## src/rtl/float_to_fix.sv

```systemverilog
// Reads a float16 from byte memory, converts it to a 16-bit two's-complement
// integer (truncating toward zero, saturating on overflow) and writes it back.
module float_to_fix #(
    parameter logic [7:0] IN_ADDR  = 8'd0,
    parameter logic [7:0] OUT_ADDR = 8'd2
) (
    input  logic       clk,
    input  logic       reset,
    input  logic       start,
    output logic       done,
    output logic [7:0] mem_addr,
    input  logic [7:0] mem_rd_data,
    output logic       mem_wr_en,
    output logic [7:0] mem_wr_data
);

    typedef enum logic [3:0] {
        IDLE, RD_LO, RD_HI, CALC, SHIFT, NEG, WR_LO, WR_HI, DONE
    } state_t;

    state_t      r_state;
    state_t      w_state_next;
    logic [15:0] r_float;
    logic [15:0] r_mag;
    logic [15:0] r_result;
    logic [3:0]  r_cnt;
    logic        r_left;
    logic        r_trap;
    logic        r_sat;

    logic [4:0]  w_exp;
    logic        w_low_trap;
    logic        w_high_trap;
    logic        w_left;
    logic [3:0]  w_cnt;

    // Biased exponent 25 is the unshifted point (e = 10).
    assign w_exp       = r_float[14:10];
    assign w_low_trap  = (w_exp < 5'd15);
    assign w_high_trap = (w_exp >= 5'd30);
    assign w_left      = (w_exp > 5'd25);

    always_comb begin
        w_cnt = 4'd0;
        if (!(w_low_trap || w_high_trap)) begin
            if (w_left) w_cnt = 4'(w_exp - 5'd25);
            else        w_cnt = 4'(5'd25 - w_exp);
        end
    end

    always_ff @(posedge clk) begin
        if (reset) r_state <= IDLE;
        else       r_state <= w_state_next;
    end

    always_comb begin
        w_state_next = r_state;
        case (r_state)
            IDLE, DONE: if (start) w_state_next = RD_LO;
            RD_LO:      w_state_next = RD_HI;
            RD_HI:      w_state_next = CALC;
            CALC:       w_state_next = (w_cnt != 4'd0) ? SHIFT : NEG;
            SHIFT:      if (r_cnt == 4'd1) w_state_next = NEG;
            NEG:        w_state_next = WR_LO;
            WR_LO:      w_state_next = WR_HI;
            WR_HI:      w_state_next = DONE;
            default:    w_state_next = IDLE;
        endcase
    end

    always_ff @(posedge clk) begin
        if (reset) begin
            r_float  <= 16'd0;
            r_mag    <= 16'd0;
            r_result <= 16'd0;
            r_cnt    <= 4'd0;
            r_left   <= 1'b0;
            r_trap   <= 1'b0;
            r_sat    <= 1'b0;
        end else begin
            case (r_state)
                RD_LO: r_float[7:0]  <= mem_rd_data;
                RD_HI: r_float[15:8] <= mem_rd_data;
                CALC: begin
                    r_mag  <= {5'd0, 1'b1, r_float[9:0]};
                    r_cnt  <= w_cnt;
                    r_left <= w_left;
                    r_trap <= w_low_trap || w_high_trap;
                    r_sat  <= w_high_trap;
                end
                SHIFT: begin
                    r_mag <= r_left ? (r_mag << 1) : (r_mag >> 1);
                    r_cnt <= r_cnt - 4'd1;
                end
                NEG: begin
                    if (r_trap)
                        r_result <= r_sat ? (r_float[15] ? 16'h8000 : 16'h7FFF) : 16'h0000;
                    else
                        r_result <= r_float[15] ? (16'd0 - r_mag) : r_mag;
                end
                default: ;
            endcase
        end
    end

    always_comb begin
        done        = (r_state == DONE);
        mem_wr_en   = 1'b0;
        mem_addr    = 8'd0;
        mem_wr_data = 8'd0;
        case (r_state)
            RD_LO: mem_addr = IN_ADDR;
            RD_HI: mem_addr = IN_ADDR + 8'd1;
            WR_LO: begin
                mem_wr_en   = 1'b1;
                mem_addr    = OUT_ADDR;
                mem_wr_data = r_result[7:0];
            end
            WR_HI: begin
                mem_wr_en   = 1'b1;
                mem_addr    = OUT_ADDR + 8'd1;
                mem_wr_data = r_result[15:8];
            end
            default: ;
        endcase
    end

endmodule

```

## config.mk

```make
export PLATFORM = sky130hd
export DESIGN_NAME = float_to_fix
export DESIGN_NICKNAME = d
export VERILOG_FILES = /design/src/rtl/float_to_fix.sv
export SDC_FILE = /design/constraint.sdc
export NUM_CORES = 1
export LEC_CHECK = 0
export ABC_AREA = 1
export CAP_MARGIN = 20
export CORE_ASPECT_RATIO = 1.75
export CORE_MARGIN = 1
export CORE_UTILIZATION = 40
export DETAILED_ROUTE_END_ITERATION = 16
export DONT_BUFFER_PORTS = 1
export GPL_ROUTABILITY_DRIVEN = 0
export MAX_ROUTING_LAYER = met4
export PLACE_DENSITY_LB_ADDON = 0.08
export SYNTH_ARGS = -nofsm -noshare
export SYNTH_HDL_FRONTEND = slang
export SYNTH_SLANG_ARGS = --single-unit
```

## constraint.sdc

```tcl
create_clock -name clk -period 2.2 [get_ports clk]
set_input_delay 0.44 -clock clk [delete_from_list [all_inputs] [get_ports clk]]
set_output_delay 0.44 -clock clk [all_outputs]
set_load 0.01 [all_outputs]
```

==> results.toml, run 1 <==
[setup_path]
cp.arrival_ns = 1.43
crit_chain = "nand2_1 > inv_1 > nand2_1 > nand2_1"
cp_max_fo = 11
critical_path.max_stage_delay_ns = 0.36
critPathCaptureType = "output pin"
r2r_cells = 7
critPathLaunchType = "flip-flop"
worst-endpoint-required_ns = 1.76
crit_top_cell = "nand2_1"
crit_slowest_cell = "dfxtp_1"
path_class = "flip-flop to output pin"

[yosys]
yosysWarnings = 0
synth_cells = 475
synth_compound_area_frac = 0.201
synth_edf_count = 0
synth_mux_area_frac = 0
synth-simple-area-share = 0.297
yosys-top-cells-count = "nand2_1, dfxtp_1, nand3_1"
synth_top_family_by_area = "simple AND/OR/NAND/NOR gates"
async_flop_share = 0
yosysSeqAreaShare = 0.367
synth_area_per_cell_um2 = 6.77
synth_xor_area_frac = 0.00544
ys_ff_latch = 59
synth_top_area_frac = 0.367
synth_area_um2 = 3220
yosysUniqueCellTypes = 35
ys.flop_type = "dfxtp_1"
synth.area.top_cells = "dfxtp_1, nand2_1, nand3_1"
yosys.area.top_type = "dfxtp_1"
synthAdderAreaFrac = 0.0311
yosysMostFrequentCell = "nand2_1"

[drt]
drt-vias-per-instance = 5.31
first_pass_iters = 5
drtAntennaViolNets = 0
wl_per_cell_um = 14.8
vias = 3005
remaining_drc_errors = 0
drt-total-wl_mm = 8.37
drtIter0Drc = 208

[grt]
grt_start_max_net_pins = 28
gr-usage-met1 = 0.238
antenna_found_initial = 0
grt_usage = 0.220
top_usage_layer = "met2"
grt_overflow = 0
grt_pass1_wl_mm = 14.0
use_met3 = 0.0433
grt_pass1_vias = 2893
grt_util_met2 = 0.374

[clocking]
cts_made_buffers = 9
h-tree-depth = 3
cts_setup_buffers = 0
cts_tree = "built"
cts.sinks = 59
clockBufferDepth = 2
cts_root_buffer = "clkbuf_16"
cts_resized = 0
postCtsHoldBufs = 0
clk_pin_slew_ns = 0.05
clk_latency_ns = 0.33

[die]
start_util = 0.419
coreArea_um2 = 7670
ios = 29
fp.dieArea_um2 = 8420
fp.dieH_um = 121
dieWidth_um = 69.8
rows = 42

[job]
drv_cap = 0

[placed_design]
pre_cts_ws_ns = 0.523
dpl.hpwl_mm = 6.39
placedCellCount = 550
portBuffers = 0

[timing]
timing.hold.ws_ns = 0.178
final_max_slew_viol_count = 0
skew_ns = 0.00424
hold_viol_final = 0
setup_ws_ns = 0.326
min_period_ns = 1.87
slew-limit-headroom = 0.580
tns_ns = 0
final-setup-viol-count = 0
clock.fmax_mhz = 534
grt_setup_unrepaired = "false"
worst-slew-pin-transition_ns = 0.624
post-route-period-util = 0.852

[power_and_ir_drop]
power_density_nw_per_um2 = 860
power.leakage_nw = 1.54
vdd_drop_max_v = 0.000543
power.total_mw = 3.07

[finish]
multiInputGateArea_um2 = 1740
fin_nets = 492
antenna_cells = 0
drive_above_1_share = 0.0649
fillers = 835
stdcell_count = 566
regArea_um2 = 1180
area_growth_pct = 10.8

[min_path]
holdPathStages = 1
min-delay-path-class = "input port to flip-flop"

[status]
status = "completed"
==> final timing paths <==
check | startpoint | endpoint | slack [ns]
max reg2reg | r_mag[0] | r_result[15] | 0.52
min reg2reg | r_float[4] | r_mag[4] | 0.47
max | r_state[0] | mem_wr_en | 0.33
min | reset | r_state[3] | 0.18
==> power breakdown <==
group	leakage, nW	internal (mW)	switching [mW]	total (mW)
logic	0.915	0.141	0.304	0.444
registers	0.479	1.14	0.0524	1.19
clock network	0.150	0.969	0.461	1.43
==> stage by stage <==
step | cell area (um2) | util
finish | 3570 | 0.465
global route | 3570 | 0.465
CTS | 3570 | 0.465
detailed placement | 3260 | 0.425
global placement | 3260 | 0.425
floorplan | 3240 | -
==> kinds of logic (layout without fill, tap and decap cells) <==
logic type               Yosys count  in the layout
AO/OA/AOI/OAI                    113            113
flip-flops                        59             59
buffers and inverters             71             69
AND/OR/NAND/NOR                  221            221
XOR/XNOR                           2              2
other                              1              6
adder cells (fa/ha/maj)            8              8
==> cell type report <==
class,count,area share
Clock inverter,1,0.00842
Tap cell,88,0.0309
Sequential cell,59,0.331
Clock buffer,15,0.0779
Inverter,46,0.0484
Timing Repair Buffer,7,0.0147
Multi-Input combinational cell,350,0.489
==> flip-flops by register name, summed over array words and instances, names as in the netlist <==
register,cells
r_state,4
r_trap,1
r_cnt,4
r_result,16
r_sat,1
r_float,16
r_left,1
r_mag,16
==> per-layer routing <==
layer | vias up | part of all wire
met5 | - | 0
met4 | 0 | 0.041
met3 | 21 | 0.031
met2 | 53 | 0.52
met1 | 1361 | 0.41
li1 | 1570 | -
==> placed cells by master, fill, tap and decap left out, types with 9 or more instances in the layout <==
cell type	netlist	routed
nand2_1	108	108
dfxtp_1	59	59
nand3_1	54	54
nor2_1	45	45
o21ai_0	44	44
inv_1	42	42
a21oi_1	35	35
a31oi_1	13	13
o211ai_1	9	9
clkbuf_16	0	9
==> critical path, delay by kind of cell, from the launching register on <==
family | cells | cell delay, ns
and+or+nand+nor | 3 | 0.43
buffers and inverters | 1 | 0.31
DFF | 1 | 0.36
(Power assumes the default switching activity.)
==> run 2, diff against run 1 <==
--- a/config.mk
+++ b/config.mk
@@ -15,6 +15,7 @@
 export GPL_ROUTABILITY_DRIVEN = 0
 export MAX_ROUTING_LAYER = met4
 export PLACE_DENSITY_LB_ADDON = 0.08
+export RECOVER_POWER = 25
 export SYNTH_ARGS = -nofsm -noshare
 export SYNTH_HDL_FRONTEND = slang
 export SYNTH_SLANG_ARGS = --single-unit
==> run 2 against run 1 <==
First-iteration DRC count is 1.4% higher. Setup slack better by 0.023 ns. Critical path depth is 1 higher. Largest cell class unchanged. Register-to-register slack worse by 0.12 ns. Combinational power is 2% lower. Global-route usage stayed put.
==> results.toml, run 2 (synthesis gave the netlist of run 1 again) <==
[status]
status = "completed"

[clocking]
cts_made_buffers = 9
cts_tree = "built"
cts_root_buffer = "clkbuf_16"
h-tree-depth = 3
postCtsHoldBufs = 0
clk_pin_slew_ns = 0.05
cts_setup_buffers = 0
clockBufferDepth = 2
cts_resized = 0
cts.sinks = 59
clk_latency_ns = 0.33

[power_and_ir_drop]
power_density_nw_per_um2 = 864
power.leakage_nw = 1.53
vdd_drop_max_v = 0.000543

[die]
dieWidth_um = 69.8
ios = 29
fp.dieH_um = 121
fp.dieArea_um2 = 8420
rows = 42
start_util = 0.419
coreArea_um2 = 7670

[finish]
drive_above_1_share = 0.0565
fin_nets = 492
antenna_cells = 0
fin_util = 0.462
final_common_cell = "nand2_1"
area_growth_pct = 10.1
layout_common_cells = "nand2_1, dfxtp_1, nand3_1"
largest_registers = "r_float: 16 flops, r_mag: 16 flops, r_result: 16 flops"

[grt]
grt_usage = 0.220
grt_overflow = 0
antenna_found_initial = 0
grt_pass1_vias = 2893
grt_start_max_net_pins = 28
grt_pass1_wl_mm = 14.0

[timing]
post-route-period-util = 0.841
final-setup-viol-count = 0
slew-limit-headroom = 0.575
skew_ns = 0.00372
tns_ns = 0
clock.fmax_mhz = 540
timing.hold.ws_ns = 0.178
min_period_ns = 1.85
worst-slew-pin-transition_ns = 0.632
final_max_slew_viol_count = 0
grt_setup_unrepaired = "false"
hold_viol_final = 0

[drt]
drtIter0Drc = 211
wl_per_cell_um = 14.8
vias = 2998
drt-total-wl_mm = 8.35
drt-vias-per-instance = 5.30
remaining_drc_errors = 0
first_pass_iters = 5
drtAntennaViolNets = 0

[placed_design]
dpl.hpwl_mm = 6.39
portBuffers = 0

[setup_path]
path_class = "flip-flop to output pin"
critPathCaptureType = "output pin"
critPathLaunchType = "flip-flop"
cp_max_fo = 6
worst-endpoint-required_ns = 1.76
cp.arrival_ns = 1.41

[min_path]
min-delay-path-class = "input port to flip-flop"

[job]
drv_cap = 0
-- run 2: cell count changes in the layout (fill, tap and decap cells not counted) --
cell | previous run | this run
buf_4 | 7 | 5
clkbuf_1 | 3 | 5
nand2_1 | 108 | 110
nand2_4 | 4 | 2
-- run 2: metal layers --
layer / vias to the layer above / share of wire / track usage
met2: 63 / 0.53 / 0.374
met3: 15 / 0.037 / 0.0433
met1: 1345 / 0.40 / 0.238
met5: - / 0 / -
met4: 0 / 0.033 / 0.120
li1: 1575 / - / -
-- run 2: metrics by stage --
stage	std cells	cell area [um2]	worst slack (ns)	power, mW
after floorplan	480	3240	0.664	1.57
after global placement	550	3260	0.565	1.66
after detailed placement	550	3260	0.523	1.66
after CTS	566	3570	0.312	3.11
after global routing	566	3540	0.189	3.22
final	566	3540	0.349	3.06
-- run 2: path summary, 6_finish.rpt --
kind | slack [ns] | start | cells after the start | end
max | 0.35 | r_state[1] | 5 | mem_addr[0]
min | 0.18 | reset | 1 | r_state[3]
max reg2reg | 0.40 | r_state[0] | 7 | r_mag[2]
min reg2reg | 0.47 | r_float[4] | 2 | r_mag[4]
-- run 2: where the power goes --
group          internal [mW]  switching (mW)
clock network          0.969           0.462
registers               1.14          0.0524
logic                  0.135           0.302
-- run 2: critical path, stage by stage (launching register included) --
cell      delay [ns]
dfxtp_1         0.36
inv_1           0.05
nor2_1          0.11
clkbuf_1        0.28
nand2_1         0.14
nand2_1         0.14
-- run 2: final cells by class --
cell class / count / area (um2)
tap: 88 / 110
timing repair buffer: 7 / 45.0
inverter: 46 / 173
multi-input combinational: 350 / 1730
fill: 839 / 4130
sequential: 59 / 1180
clock buffer: 15 / 278
clock inverter: 1 / 30.0
==> run 3, diff against run 2 <==
==> constraint.sdc (replaced) <==
create_clock -name clk -period 1.78 [get_ports clk]
set_input_delay 0.356 -clock clk [delete_from_list [all_inputs] [get_ports clk]]
set_output_delay 0.356 -clock clk [all_outputs]
set_load 0.01 [all_outputs]
==> run 3 against run 2 <==
Final area rose by 3.5%. Global-route usage rose by 0.44 points. Non-clock buffer count rose by 12. Clock skew rose by 0.00063 ns. Clock power rose by 14%. Largest cell class unchanged. Largest power group unchanged.
==> results.toml, run 3 (synthesis gave the netlist of run 1 again) <==
[finish]
largest_registers = "r_float: 16 flops, r_mag: 16 flops, r_result: 16 flops"
layout_common_cells = "nand2_1, dfxtp_1, nand3_1"
drive_above_1_share = 0.106
stdcell_count = 577
regArea_um2 = 1180
area_growth_pct = 14.0
fillers = 833
final_area_um2 = 3670
fin_nets = 504
antenna_cells = 0
multiInputGateArea_um2 = 1760
final_common_cell = "nand2_1"

[clocking]
cts_root_buffer = "clkbuf_16"
postCtsHoldBufs = 0
clk_latency_ns = 0.33
clockBufferDepth = 2
cts_made_buffers = 9
cts.sinks = 59
h-tree-depth = 3
clk_pin_slew_ns = 0.05
cts_tree = "built"

[setup_path]
cp.arrival_ns = 1.33
critPathCaptureType = "output pin"
r2r_slack_ns = 0.15
path_class = "flip-flop to output pin"
cp_max_fo = 9
worst-endpoint-required_ns = 1.42
critPathLaunchType = "flip-flop"

[power_and_ir_drop]
vdd_drop_max_v = 0.000499
power_density_nw_per_um2 = 1010
power.leakage_nw = 1.60
power.total_mw = 3.69

[timing]
skew_ns = 0.00436
post-route-period-util = 0.946
final_max_slew_viol_count = 0
min_period_ns = 1.68
final-setup-viol-count = 0
clock.fmax_mhz = 594
hold_viol_final = 0

[grt]
grt_start_max_net_pins = 28
grt_usage = 0.224
grt_overflow = 0
grt_pass1_wl_mm = 14.1
antenna_found_initial = 0
grt_pass1_vias = 2907

[die]
dieWidth_um = 69.8
coreArea_um2 = 7670
fp.dieH_um = 121
ios = 29
rows = 42
start_util = 0.419
fp.dieArea_um2 = 8420

[drt]
drtIter0Drc = 132
remaining_drc_errors = 0
vias = 3031
drt-vias-per-instance = 5.25
first_pass_iters = 4
wl_per_cell_um = 15.0
drt-total-wl_mm = 8.65
drtAntennaViolNets = 0

[placed_design]
portBuffers = 0
placedCellCount = 558
dpl-instance-area_um2 = 3320
dpl.hpwl_mm = 6.58

[status]
status = "completed"

[job]
drv_cap = 0

[min_path]
min-delay-path-class = "input port to flip-flop"
run 3: cell types whose count changed in the layout (fill, tap and decap cells not counted), sizes merged:
cell / change
buf: +14
bufinv: -1
clkinv: +2
clkbuf: -4
run 3: area by class of cell:
| cell class | count | area share |
|---|---|---|
| clock buffers | 13 | 0.0736 |
| clock inverters | 2 | 0.00273 |
| inverters | 46 | 0.0471 |
| multi-input cells | 350 | 0.478 |
| flip-flops and latches | 59 | 0.323 |
| well taps | 88 | 0.0300 |
| repair buffers | 19 | 0.0453 |
run 3: worst max-delay path, cell delays in order, from the launching register on:
cell,delay (ns)
dfxtp_2,0.36
nand2_1,0.08
inv_2,0.10
buf_6,0.14
nand3_1,0.09
o21ai_0,0.08
buf_4,0.15
run 3: routing by layer:
layer,part of all wire,vias to the layer above,track usage
li1,-,1598,-
met1,0.40,1367,0.230
met2,0.55,56,0.413
met3,0.027,10,0.0267
met4,0.023,0,0.114
met5,0,-,-
run 3: repair_timing:
action,CTS,global route
pin swaps,1,1
endpoints found under the setup margin,6,7
cloned,0,0
gates resized for setup,7,5
buffers inserted,2,2
run 3: stage by stage:
| stage | setup TNS [ns] | utilization | hold WS [ns] | setup WS, ns |
|---|---|---|---|---|
| after floorplan | 0 | - | 0.447 | 0.328 |
| final | 0 | 0.478 | 0.0826 | 0.0955 |
| after detailed placement | 0 | 0.433 | 0.430 | 0.142 |
| after global routing | -0.0216 | 0.478 | 0.0848 | -0.0216 |
| after global placement | 0 | 0.433 | 0.428 | 0.176 |
| after CTS | 0 | 0.473 | 0.0797 | 0.0154 |
run 3: where the power goes:
part	switching (mW)	internal [mW]	total (mW)
registers	0.0688	1.41	1.48
clock network	0.590	1.04	1.63
logic	0.384	0.196	0.580
run 3: final timing paths:
kind                                  start             end  cells after the start
worst min register to register  r_result[2]     r_result[2]                      2
worst max-delay path             r_state[0]  mem_wr_data[2]                      6
worst min-delay path                  reset      r_state[3]                      1
worst max register to register  r_float[12]      r_state[0]                     10
